--- config.mk ---
export PLATFORM = sky130hd
export DESIGN_NAME = cordic_cos_sched_flat
export DESIGN_NICKNAME = d
export VERILOG_FILES = /design/src/rtl/cordic_cos_sched_if.sv /design/src/rtl/cordic_cos_sched.sv /design/src/flat_wrapper.sv
export SDC_FILE = /design/constraint.sdc
export NUM_CORES = 1
export LEC_CHECK = 0
export BUFFER_PORTS_ARGS = -buffer_cell sky130_fd_sc_hd__buf_2
export CAP_MARGIN = 30
export CORE_MARGIN = 2
export CORE_UTILIZATION = 40
export DETAILED_ROUTE_END_ITERATION = 12
export PLACE_DENSITY_LB_ADDON = 0.1
export SLEW_MARGIN = 25
export SYNTH_ARGS = -nofsm -noshare
export SYNTH_HDL_FRONTEND = slang
export SYNTH_SLANG_ARGS = --single-unit
--- constraint.sdc ---
create_clock -name i_clk -period 5.2 [get_ports i_clk]
set_input_delay 1.56 -clock i_clk [delete_from_list [all_inputs] [get_ports i_clk]]
set_output_delay 1.56 -clock i_clk [all_outputs]
set_load 0.01 [all_outputs]
--- src/rtl/cordic_cos_sched_if.sv ---
// Requester, response and cosine-unit signals shared by cordic_cos_sched and its environment.
// slave = scheduler side, master = requesters / consumer / cosine-unit side.
interface cordic_cos_sched_if #(
    parameter int NREQ = 2
) ();
    localparam int IDW = (NREQ > 1) ? $clog2(NREQ) : 1;

    logic [NREQ-1:0]    req;
    logic [NREQ*32-1:0] req_theta;
    logic [NREQ-1:0]    gnt;
    logic [31:0]        cu_theta;
    logic [31:0]        cu_result;
    logic               rsp_valid;
    logic               rsp_ready;
    logic [IDW-1:0]     rsp_id;
    logic [31:0]        rsp_data;

    modport slave (
        input  req, req_theta, cu_result, rsp_ready,
        output gnt, cu_theta, rsp_valid, rsp_id, rsp_data
    );

    modport master (
        output req, req_theta, cu_result, rsp_ready,
        input  gnt, cu_theta, rsp_valid, rsp_id, rsp_data
    );
endinterface

--- src/rtl/cordic_cos_sched.sv ---
// Round-robin scheduler sharing one non-stallable pipelined cosine unit, with credit-protected response FIFO.
// Optional statistics ports enabled by defining CORDIC_COS_SCHED_STATS_EN.
module cordic_cos_sched #(
    parameter int NREQ       = 2,
    parameter int LATENCY    = 21,
    parameter int FIFO_DEPTH = 32
) (
    input  logic                           i_clk,
    input  logic                           i_reset,
    cordic_cos_sched_if.slave              bus
`ifdef CORDIC_COS_SCHED_STATS_EN
    ,
    output logic [31:0]                    o_stat_issued,
    output logic [31:0]                    o_stat_stall,
    output logic [$clog2(FIFO_DEPTH+1)-1:0] o_stat_peak
`endif
);
    localparam int IDW = (NREQ > 1) ? $clog2(NREQ) : 1;
    localparam int AW  = $clog2(FIFO_DEPTH);
    localparam int FCW = $clog2(FIFO_DEPTH + 1);
    localparam int ICW = $clog2(LATENCY + 2);
    localparam int NST = LATENCY + 1;

    logic [ICW-1:0]    r_inflight;
    logic [FCW-1:0]    r_fifo_count;
    logic [IDW-1:0]    r_rr_ptr;
    logic [NST-1:0]    r_tag_v;
    logic [IDW-1:0]    r_tag_id [NST];
    logic [31:0]       r_cu_theta;
    logic [AW-1:0]     r_wptr;
    logic [AW-1:0]     r_rptr;
    logic [IDW+31:0]   r_mem [FIFO_DEPTH];

    logic [31:0]       w_occ;
    logic              w_can_issue;
    logic              w_issue;
    logic              w_push;
    logic              w_pop;
    logic              w_rsp_valid;
    logic [IDW-1:0]    w_idx;
    logic [IDW-1:0]    w_sel;
    logic [NREQ-1:0]   w_gnt;
    logic [31:0]       w_sel_theta;

    function automatic logic [IDW-1:0] f_wrap(input int v);
        return IDW'(v % NREQ);
    endfunction

    // A same-cycle pop is deliberately not credited back.
    assign w_occ       = 32'(r_inflight) + 32'(r_fifo_count);
    assign w_can_issue = w_occ < 32'(FIFO_DEPTH);

    always_comb begin
        w_issue = 1'b0;
        w_sel   = '0;
        w_idx   = '0;
        w_gnt   = '0;
        for (int k = 0; k < NREQ; k++) begin
            w_idx = f_wrap(int'(r_rr_ptr) + k);
            if (!w_issue && w_can_issue && i_reset && bus.req[w_idx]) begin
                w_issue = 1'b1;
                w_sel   = w_idx;
            end
        end
        if (w_issue) w_gnt[w_sel] = 1'b1;
    end

    always_comb begin
        w_sel_theta = '0;
        for (int i = 0; i < NREQ; i++) begin
            if (w_sel == IDW'(i)) w_sel_theta = bus.req_theta[32*i +: 32];
        end
    end

    assign w_push        = r_tag_v[NST-1];
    assign w_rsp_valid   = (r_fifo_count != '0);
    assign w_pop         = w_rsp_valid & bus.rsp_ready;
    assign bus.gnt       = w_gnt;
    assign bus.cu_theta  = r_cu_theta;
    assign bus.rsp_valid = w_rsp_valid;
    assign {bus.rsp_id, bus.rsp_data} = w_rsp_valid ? r_mem[r_rptr] : '0;

    always_ff @(posedge i_clk or negedge i_reset) begin
        if (!i_reset) begin
            r_cu_theta   <= '0;
            r_rr_ptr     <= '0;
            r_tag_v      <= '0;
            r_inflight   <= '0;
            r_fifo_count <= '0;
            r_wptr       <= '0;
            r_rptr       <= '0;
        end else begin
            r_tag_v <= {r_tag_v[NST-2:0], w_issue};
            if (w_issue) begin
                r_cu_theta <= w_sel_theta;
                r_rr_ptr   <= f_wrap(int'(w_sel) + 1);
            end
            case ({w_issue, w_push})
                2'b10:   r_inflight <= r_inflight + ICW'(1);
                2'b01:   r_inflight <= r_inflight - ICW'(1);
                default: r_inflight <= r_inflight;
            endcase
            case ({w_push, w_pop})
                2'b10:   r_fifo_count <= r_fifo_count + FCW'(1);
                2'b01:   r_fifo_count <= r_fifo_count - FCW'(1);
                default: r_fifo_count <= r_fifo_count;
            endcase
            if (w_push) r_wptr <= r_wptr + AW'(1);
            if (w_pop)  r_rptr <= r_rptr + AW'(1);
        end
    end

    // IDs and FIFO payload carry no reset; only the valid bits and counters decide what is live.
    always_ff @(posedge i_clk) begin
        r_tag_id[0] <= w_sel;
        for (int s = 1; s < NST; s++) r_tag_id[s] <= r_tag_id[s-1];
        if (w_push) r_mem[r_wptr] <= {r_tag_id[NST-1], bus.cu_result};
    end

`ifdef CORDIC_COS_SCHED_STATS_EN
    logic [31:0]    r_stat_issued;
    logic [31:0]    r_stat_stall;
    logic [FCW-1:0] r_stat_peak;

    always_ff @(posedge i_clk or negedge i_reset) begin
        if (!i_reset) begin
            r_stat_issued <= '0;
            r_stat_stall  <= '0;
            r_stat_peak   <= '0;
        end else begin
            if (w_issue && (r_stat_issued != '1)) r_stat_issued <= r_stat_issued + 32'd1;
            if ((|bus.req) && !w_can_issue && (r_stat_stall != '1)) r_stat_stall <= r_stat_stall + 32'd1;
            if (r_fifo_count > r_stat_peak) r_stat_peak <= r_fifo_count;
        end
    end

    assign o_stat_issued = r_stat_issued;
    assign o_stat_stall  = r_stat_stall;
    assign o_stat_peak   = r_stat_peak;
`endif
endmodule

--- src/flat_wrapper.sv ---
// flat-port wrapper written by rule: the top's interface ports become plain ports
module cordic_cos_sched_flat 
#(
    parameter int NREQ       = 2,
    parameter int LATENCY    = 21,
    parameter int FIFO_DEPTH = 32
)
  (i_clk, i_reset, bus_req, bus_req_theta, bus_cu_result, bus_rsp_ready, bus_gnt, bus_cu_theta, bus_rsp_valid, bus_rsp_id, bus_rsp_data);
  cordic_cos_sched_if #(.NREQ(NREQ)) bus_i ();
  input  logic i_clk;
  input  logic i_reset;
  input wire logic [$bits(bus_i.req)-1:0] bus_req;
  input wire logic [$bits(bus_i.req_theta)-1:0] bus_req_theta;
  input wire logic [$bits(bus_i.cu_result)-1:0] bus_cu_result;
  input wire logic [$bits(bus_i.rsp_ready)-1:0] bus_rsp_ready;
  output wire logic [$bits(bus_i.gnt)-1:0] bus_gnt;
  output wire logic [$bits(bus_i.cu_theta)-1:0] bus_cu_theta;
  output wire logic [$bits(bus_i.rsp_valid)-1:0] bus_rsp_valid;
  output wire logic [$bits(bus_i.rsp_id)-1:0] bus_rsp_id;
  output wire logic [$bits(bus_i.rsp_data)-1:0] bus_rsp_data;
  assign bus_i.req = bus_req;
  assign bus_i.req_theta = bus_req_theta;
  assign bus_i.cu_result = bus_cu_result;
  assign bus_i.rsp_ready = bus_rsp_ready;
  assign bus_gnt = bus_i.gnt;
  assign bus_cu_theta = bus_i.cu_theta;
  assign bus_rsp_valid = bus_i.rsp_valid;
  assign bus_rsp_id = bus_i.rsp_id;
  assign bus_rsp_data = bus_i.rsp_data;
  cordic_cos_sched #(.NREQ(NREQ), .LATENCY(LATENCY), .FIFO_DEPTH(FIFO_DEPTH)) u_core (.i_clk(i_clk), .i_reset(i_reset), .bus(bus_i));
endmodule
==> summary.txt, run 1 <==
Status
  – Status: finished clean

Synth
  – Most frequent cell after synthesis: edfxtp_1
  – Mapped Cells: between 2000 and 2500
  – Area leader, netlist: edfxtp_1
  – Synth top area cells: edfxtp_1, mux4_2, dfrtp_1
  – Mapped cell area: about 44000 sq um
  – Yosys cell types: 49
  – Yosys top cell area share: between 70% and 80%
  – Register bit count reported by yosys: about 1200
  – Sequential area share after synthesis: between 70% and 80%
  – Synth cell count leaders: edfxtp_1, mux4_2, mux2i_1
  – Post-synth EDFFs: around 1100
  – Main synth FF type: edfxtp_1
  – Ys Warns: 0
  – Asr flop ratio synth: under 10%
  – Syn nets: 2182
  – Syn Area/Cell: 21.3 sq um

Setup path
  – Worst Setup Start Kind: register
  – Crit-path cells: buf_4 > mux4_2 > a22o_1 > a211oi_1 > nor3_2 > buf_4 > buf_2
  – Crit-path max cell delay: roughly 610 ps
  – Worst Path Required: ~3600 ps
  – Crit Path Max Fanout: 30
  – Critical path's slowest cell: dfrtp_4
  – CP endpoint kind: output port
  – WS Path Type: reg -> out
  – Data arrival, critical path: 3510 ps
  – Crit-path most repeated cell: buf_4

Floorplanning
  – Initial Util: about two fifths
  – Std cell rows: between 100 and 150
  – Core area: 109000 sq um
  – Die height: roughly 340 um
  – I/O pin cnt: between 150 and 200
  – DIE WIDTH: roughly 340 um
  – Full die area: 113000 sq um

Min path
  – Hold Path Class: reg -> reg

Clock tree
  – Clock Path Buffers: 3
  – CTS tree: yes
  – Worst-path clk slew: about 60 ps
  – Root Driver: clkbuf_16
  – Worst-skew pair later-pin latency: approximately 720 ps
  – Number of CTS-inserted buffers: between 100 and 150
  – Max H-tree Level: 4
  – CTS sink count: about 1200

GRT
  – Vias in the first global route: ~23000
  – Pin count of the biggest net entering global routing: a little over 70
  – Global-route wire length before repair: between 150 and 200 mm
  – GRT Total Usage: a little over a fifth
  – Global route overflow: 0
  – Initial antenna violation count: 7

STA
  – Pins Over Slew Limit: 0
  – Endpoints failing setup: 0
  – Worst Max-Slew Pin Slew: between 900 and 1000 ps
  – Setup_tns: 0 ps
  – Slew margin rel.: 37.4%
  – Final Hold Fails: 0
  – Clock Skew: 21.2 ps
  – Final worst-path cycle share: 97.6%
  – Fmax: 197 MHz
  – RSZ-0062 raised after global routing: false
  – Final Critical Period: around 5100 ps

Power
  – Clock Power Share: between 30% and 40%
  – Switching pwr: around 8.6 mW
  – Sequential share of power: about two fifths
  – Combinational share of power: between 20 and 30%
  – Pleak: 17.5 nW
  – Switching portion of total power: a little under a third
  – Pint: between 15 and 20 mW
  – Pwr Density: 545 nW/um^2
  – Peak VDD IR: roughly 0.00039 V

Drt
  – DRC: 0
  – DR iter-0 viols: between 1500 and 2000
  – Vias per Instance: just under 6
  – Avg WL per Cell: roughly 32 um
  – WL final: approximately 120 mm
  – Initial DRT Pass Iterations: 5
  – Antenna Nets Post-Route: 0
  – Via count: 22379

Flow run
  – Max cap viols: 0

Place
  – I/O Buffers: 168
  – Global placer's final weighted congestion: ~0.74
  – Post-DP HPWL: 68.3 mm

Finish
  – N_diodes: 0
  – Synth-to-Final Area Change: 18.0%
  – Fin util: 47.6%
  – Layout cell share with drive strength beyond 1: between 30% and 40%
  – Nets: about 2500
[worst max-delay path, delay by kind of cell (launching register included)]
family,cells,cell delay [ps]
AND/OR/NAND/NOR,1,210
flip-flops,1,610
AO/OA/AOI/OAI,2,660
multiplexers,1,410
buffers and inverters,3,870
[layout make-up]
cell class / instances / area, sq um
fillers: 9068 / 57100
flip-flops and latches: 1154 / 34100
multi-input cells: 775 / 9540
clock buffers: 165 / 3620
repair buffers: 307 / 2340
well taps: 1414 / 1770
clock inverters: 59 / 515
inverters: 11 / 41.3
[logic make-up (layout without fill, tap and decap cells)]
logic type                 Yosys count  after routing  share of synthesized area, %
DFF                               1154           1154                          77.4
and+or+nand+nor                    127            127                          1.39
buffers and inverters              133            542                          1.61
xor gates and xnor gates            18             18                         0.358
adders and majority gates           19             19                         0.558
muxes                              339            339                          13.7
AOI/OAI and AO/OA                  272            272                          4.97
[what timing repair did]
item / 4_1_cts / 5_1_grt
pin swaps: 2 / 0
resized for setup: 7 / 1
endpoints found under the setup margin: 16 / 4
setup buffers: 8 / 4
hold buffers: 0 / 0
[per-stage QoR]
| stage | total power [mW] | setup WS [ps] | std cells | hold WS [ps] | area (sq um) |
|---|---|---|---|---|---|
| 3_5_place_dp | 19.5 | 489 | 3646 | 312 | 47500 |
| 6_report | 28.3 | 127 | 3885 | 320 | 51900 |
| 2_1_floorplan | 16.2 | 1110 | 2062 | 310 | 44000 |
| 5_1_grt | 29.5 | 51.8 | 3885 | 323 | 51900 |
| 3_3_place_gp | 19.4 | 352 | 3637 | 311 | 47300 |
| 4_1_cts | 28.6 | 42.8 | 3878 | 322 | 51800 |
[power groups by stage]
stage          Combinational (mW)  Sequential, mW  Clock [mW]
2_1_floorplan                5.12            11.0           0
4_1_cts                      8.45            11.0        9.08
6_report                     8.37            11.0        8.89
3_3_place_gp                 8.18            11.2           0
5_1_grt                      8.94            11.1        9.45
3_5_place_dp                 8.26            11.3           0
[worst paths after layout]
| kind | start | to | slack (ps) | cells after the start |
|---|---|---|---|---|
| min in group asynchronous | i_reset | u_core.r_rptr[0] | 670 | 1 |
| worst min-delay path | u_core.r_tag_id[2][0] | u_core.r_tag_id[2][1] | 320 | 0 |
| worst min register to register | u_core.r_tag_id[2][0] | u_core.r_tag_id[2][1] | 320 | 0 |
| max in group asynchronous | i_reset | u_core.bus.cu_theta[1] | 3700 | 3 |
| worst max register to register | u_core.r_fifo_count[1] | u_core.r_fifo_count[5] | 1990 | 11 |
| worst max-delay path | u_core.r_rptr[1] | bus_rsp_data[23] | 130 | 7 |
[placed cells by master, fill, tap and decap left out, types with 4 or more instances in the layout]
cell type  count
a2111oi_0     26
a2111oi_2      6
a211oi_1      27
a21o_1        35
a21oi_1        7
a22o_1        86
buf_12        20
buf_16        10
buf_2        167
buf_4        108
bufinv_16      9
clkbuf_1      24
clkbuf_16    141
clkinv_1      23
clkinv_2      19
dfrtp_1       72
dfrtp_4        4
dfxtp_1       22
edfxtp_1    1056
ha_1          18
inv_1         11
mux2_2        18
mux2i_1      113
mux4_2       208
nand2_1       19
nand3b_1       4
nand4_1        5
nor2_1         8
nor2_4        33
nor2b_1        5
nor3_1        26
nor3_2         7
o21ai_0       10
o221ai_1      25
o22ai_1       40
xnor2_1        7
xor2_1        11
[registers in the layout (all words and copies together) (netlist names)]
name	flops
u_core.r_fifo_count	6
u_core.r_tag_v	22
u_core.r_inflight	5
u_core.r_wptr	5
u_core.r_mem	1056
u_core.r_rr_ptr	1
u_core.bus.cu_theta	32
u_core.r_rptr	5
u_core.r_tag_id	22
[routing by layer]
layer	vias to the layer above	GRT usage, %	routed length, um
li1	9318	-	-
met5	-	0	9
met3	183	3.94	6670
met4	2	7.10	3390
met1	12117	29.7	52600
met2	759	35.9	59700
Note: power is estimated with default switching activity, not from simulation.
==> run 2, diff against run 1 <==
Settings changed: CTS_BUF_LIST set to sky130_fd_sc_hd__clkbuf_2 sky130_fd_sc_hd__clkbuf_4 sky130_fd_sc_hd__clkbuf_8, PLACE_DENSITY_LB_ADDON 0.1 to not set.
Clock period 5.2 ns to 6.01 ns, I/O delays scaled along.
==> run 2 against run 1 <==
Compared with the run above:
- combinational power shrank 20%
- highest routed layer unchanged
- critical path depth shrank 1
- clock skew grew 4.4 ps
- die area is the same
- register-to-register slack gained 440 ps
- largest power group unchanged
- via count grew 0.28%
- count of clock-buffer cells in the layout grew 88
- worst hold slack is essentially flat
- sequential power shrank 13%
- power shrank 20%
==> summary.txt, run 2 (same netlist as run 1, synthesis figures left out) <==
Status
  – Status: finished clean

Place
  – I/O Buffers: about 170
  – Post-DP HPWL: 60.3 mm
  – Global placer's final weighted congestion: roughly 0.8
  – Placed cell areas: roughly 47000 sq um

Clock tree
  – Post-cts sizing count: 0
  – Hold buffers post-CTS: 0
  – CTS tree: yes
  – CTS sink count: 1154
  – Number of CTS-inserted buffers: 177
  – Setup Buffers After CTS: 0
  – Worst-path clk slew: approximately 60 ps
  – Clock Path Buffers: 3
  – Root Driver: clkbuf_8
  – Max H-tree Level: 4
  – Worst-skew pair later-pin latency: roughly 820 ps

STA
  – Final Critical Period: 5770 ps
  – Worst Max-Slew Pin Slew: roughly 1000 ps
  – Setup_tns: 0 ps
  – Clock Skew: 25.6 ps
  – Fmax: roughly 170 MHz
  – Final Hold Fails: 0
  – Slew margin rel.: 30.3%
  – Final worst-path cycle share: 96.0%
  – Pins Over Slew Limit: 0
  – Endpoints failing setup: 0
  – RSZ-0062 raised after global routing: false

Finish
  – Nets: around 2500
  – Commonest non-fill, non-tap cells in the layout: edfxtp_1, mux4_2, clkbuf_8, buf_2, mux2i_1
  – Fin util: a little under half
  – Most common cell after layout, fill and taps aside: edfxtp_1
  – Synth-to-Final Area Change: 14.6%
  – Max FFs per register: roughly 1100
  – Multi-input gate area: 9500 sq um
  – Design Area, Final: 50400 sq um
  – Layout cell share with drive strength beyond 1: approximately a third
  – Number of fill cells: a little over 9000
  – Sequential Area: ~34000 sq um
  – Largest Register: u_core.r_mem

GRT
  – Global-route wire length before repair: 161 mm
  – Initial antenna violation count: 11
  – Vias in the first global route: 23495
  – Global route overflow: 0
  – GRT Total Usage: 20.1%
  – Pin count of the biggest net entering global routing: 77

Power
  – Pwr Density: approximately 450 nW/um^2
  – Design Power: 22.6 mW
  – Peak VDD IR: 0.000274 V
  – Pleak: between 15 and 20 nW

Floorplanning
  – Core area: ~110000 sq um
  – Full die area: between 100000 and 150000 sq um
  – DIE WIDTH: between 300 and 400 um
  – Initial Util: about two fifths
  – I/O pin cnt: between 150 and 200
  – Std cell rows: about 120
  – Die height: about 340 um

Drt
  – DR iter-0 viols: around 2400
  – Antenna Nets Post-Route: 0
  – Avg WL per Cell: ~29 um
  – Vias per Instance: ~5.7
  – WL final: ~110 mm
  – Via count: roughly 22000
  – DRC: 0
  – Initial DRT Pass Iterations: 5

Flow run
  – Max cap viols: 0

Setup path
  – Reg-to-Reg Start: u_core.r_fifo_count[2]
  – Crit. Startpoint: u_core.r_rptr[3]
  – Worst Path Required: about 4200 ps
  – WS Path Type: reg -> out
  – Crit Path Max Fanout: 20
  – Data arrival, critical path: 3970 ps
  – CP endpoint kind: output port
  – Worst Setup Start Kind: register

Min path
  – Hold Path Class: reg -> reg
  – Worst hold start: u_core.r_tag_id[9][1]
==> run 2: cell count changes in the layout (fill, tap and decap cells not counted), moves of 7 or more <==
cell	change
clkinv_1	+8
clkbuf_1	-24
buf_12	-10
buf_4	-42
clkbuf_8	+185
bufinv_16	-7
clkbuf_16	-141
clkbuf_4	+69
buf_16	-8
==> run 2: final cells by class <==
class | count | share of cell area, %
Sequential cell | 1154 | 67.6
Multi-Input combinational cell | 775 | 18.9
Clock buffer | 253 | 6.07
Tap cell | 1414 | 3.51
Timing Repair Buffer | 248 | 3.21
Clock inverter | 59 | 0.648
Inverter | 11 | 0.0820
Antenna cell | 1 | 0.00497
==> run 2: report_power, final <==
| group | switching [mW] | leakage (nW) | internal [mW] |
|---|---|---|---|
| Sequential | 0.392 | 10.6 | 9.20 |
| Clock | 2.92 | 1.81 | 3.34 |
| Combinational | 3.80 | 4.46 | 2.92 |
| Total | 7.11 | 16.9 | 15.5 |
==> run 2: metal layers <==
layer  up-vias  routed length, um  share of wire (%)  GRT usage (%)
li1       9299                  -                  -              -
met1     11872              46100                 41           26.8
met2      1070              54300                 48           32.5
met3       197               9630                8.5           4.99
met4         4               2610                2.3           5.90
met5         -                 27              0.024              0
==> run 2: through the flow <==
| stage | setup slack (ps) | instances | hold slack (ps) |
|---|---|---|---|
| 6_report | 241 | 3915 | 320 |
| 5_1_grt | 36.9 | 3915 | 329 |
| 4_1_cts | 117 | 3911 | 321 |
| 3_5_place_dp | 1020 | 3599 | 312 |
| 3_3_place_gp | 1000 | 3598 | 311 |
| 2_1_floorplan | 1440 | 2062 | 310 |
==> run 2: worst max-delay path, stage by stage (launching register included) <==
cell       delay [ps]
dfrtp_1           700
nor2b_4           760
buf_4             450
a22o_1            170
a2111oi_0          50
nor3_1            730
buf_2             270
==> run 2: path summary, 6_finish.rpt <==
path | to | slack [ps] | depth (start not counted)
min in group asynchronous | u_core.r_fifo_count[4] | 1140 | 2
max | bus_rsp_data[10] | 240 | 6
min | u_core.r_tag_id[10][0] | 320 | 0
max reg2reg | u_core.r_fifo_count[5] | 2430 | 10
min reg2reg | u_core.r_tag_id[10][0] | 320 | 0
max in group asynchronous | u_core.r_rptr[2] | 4330 | 2
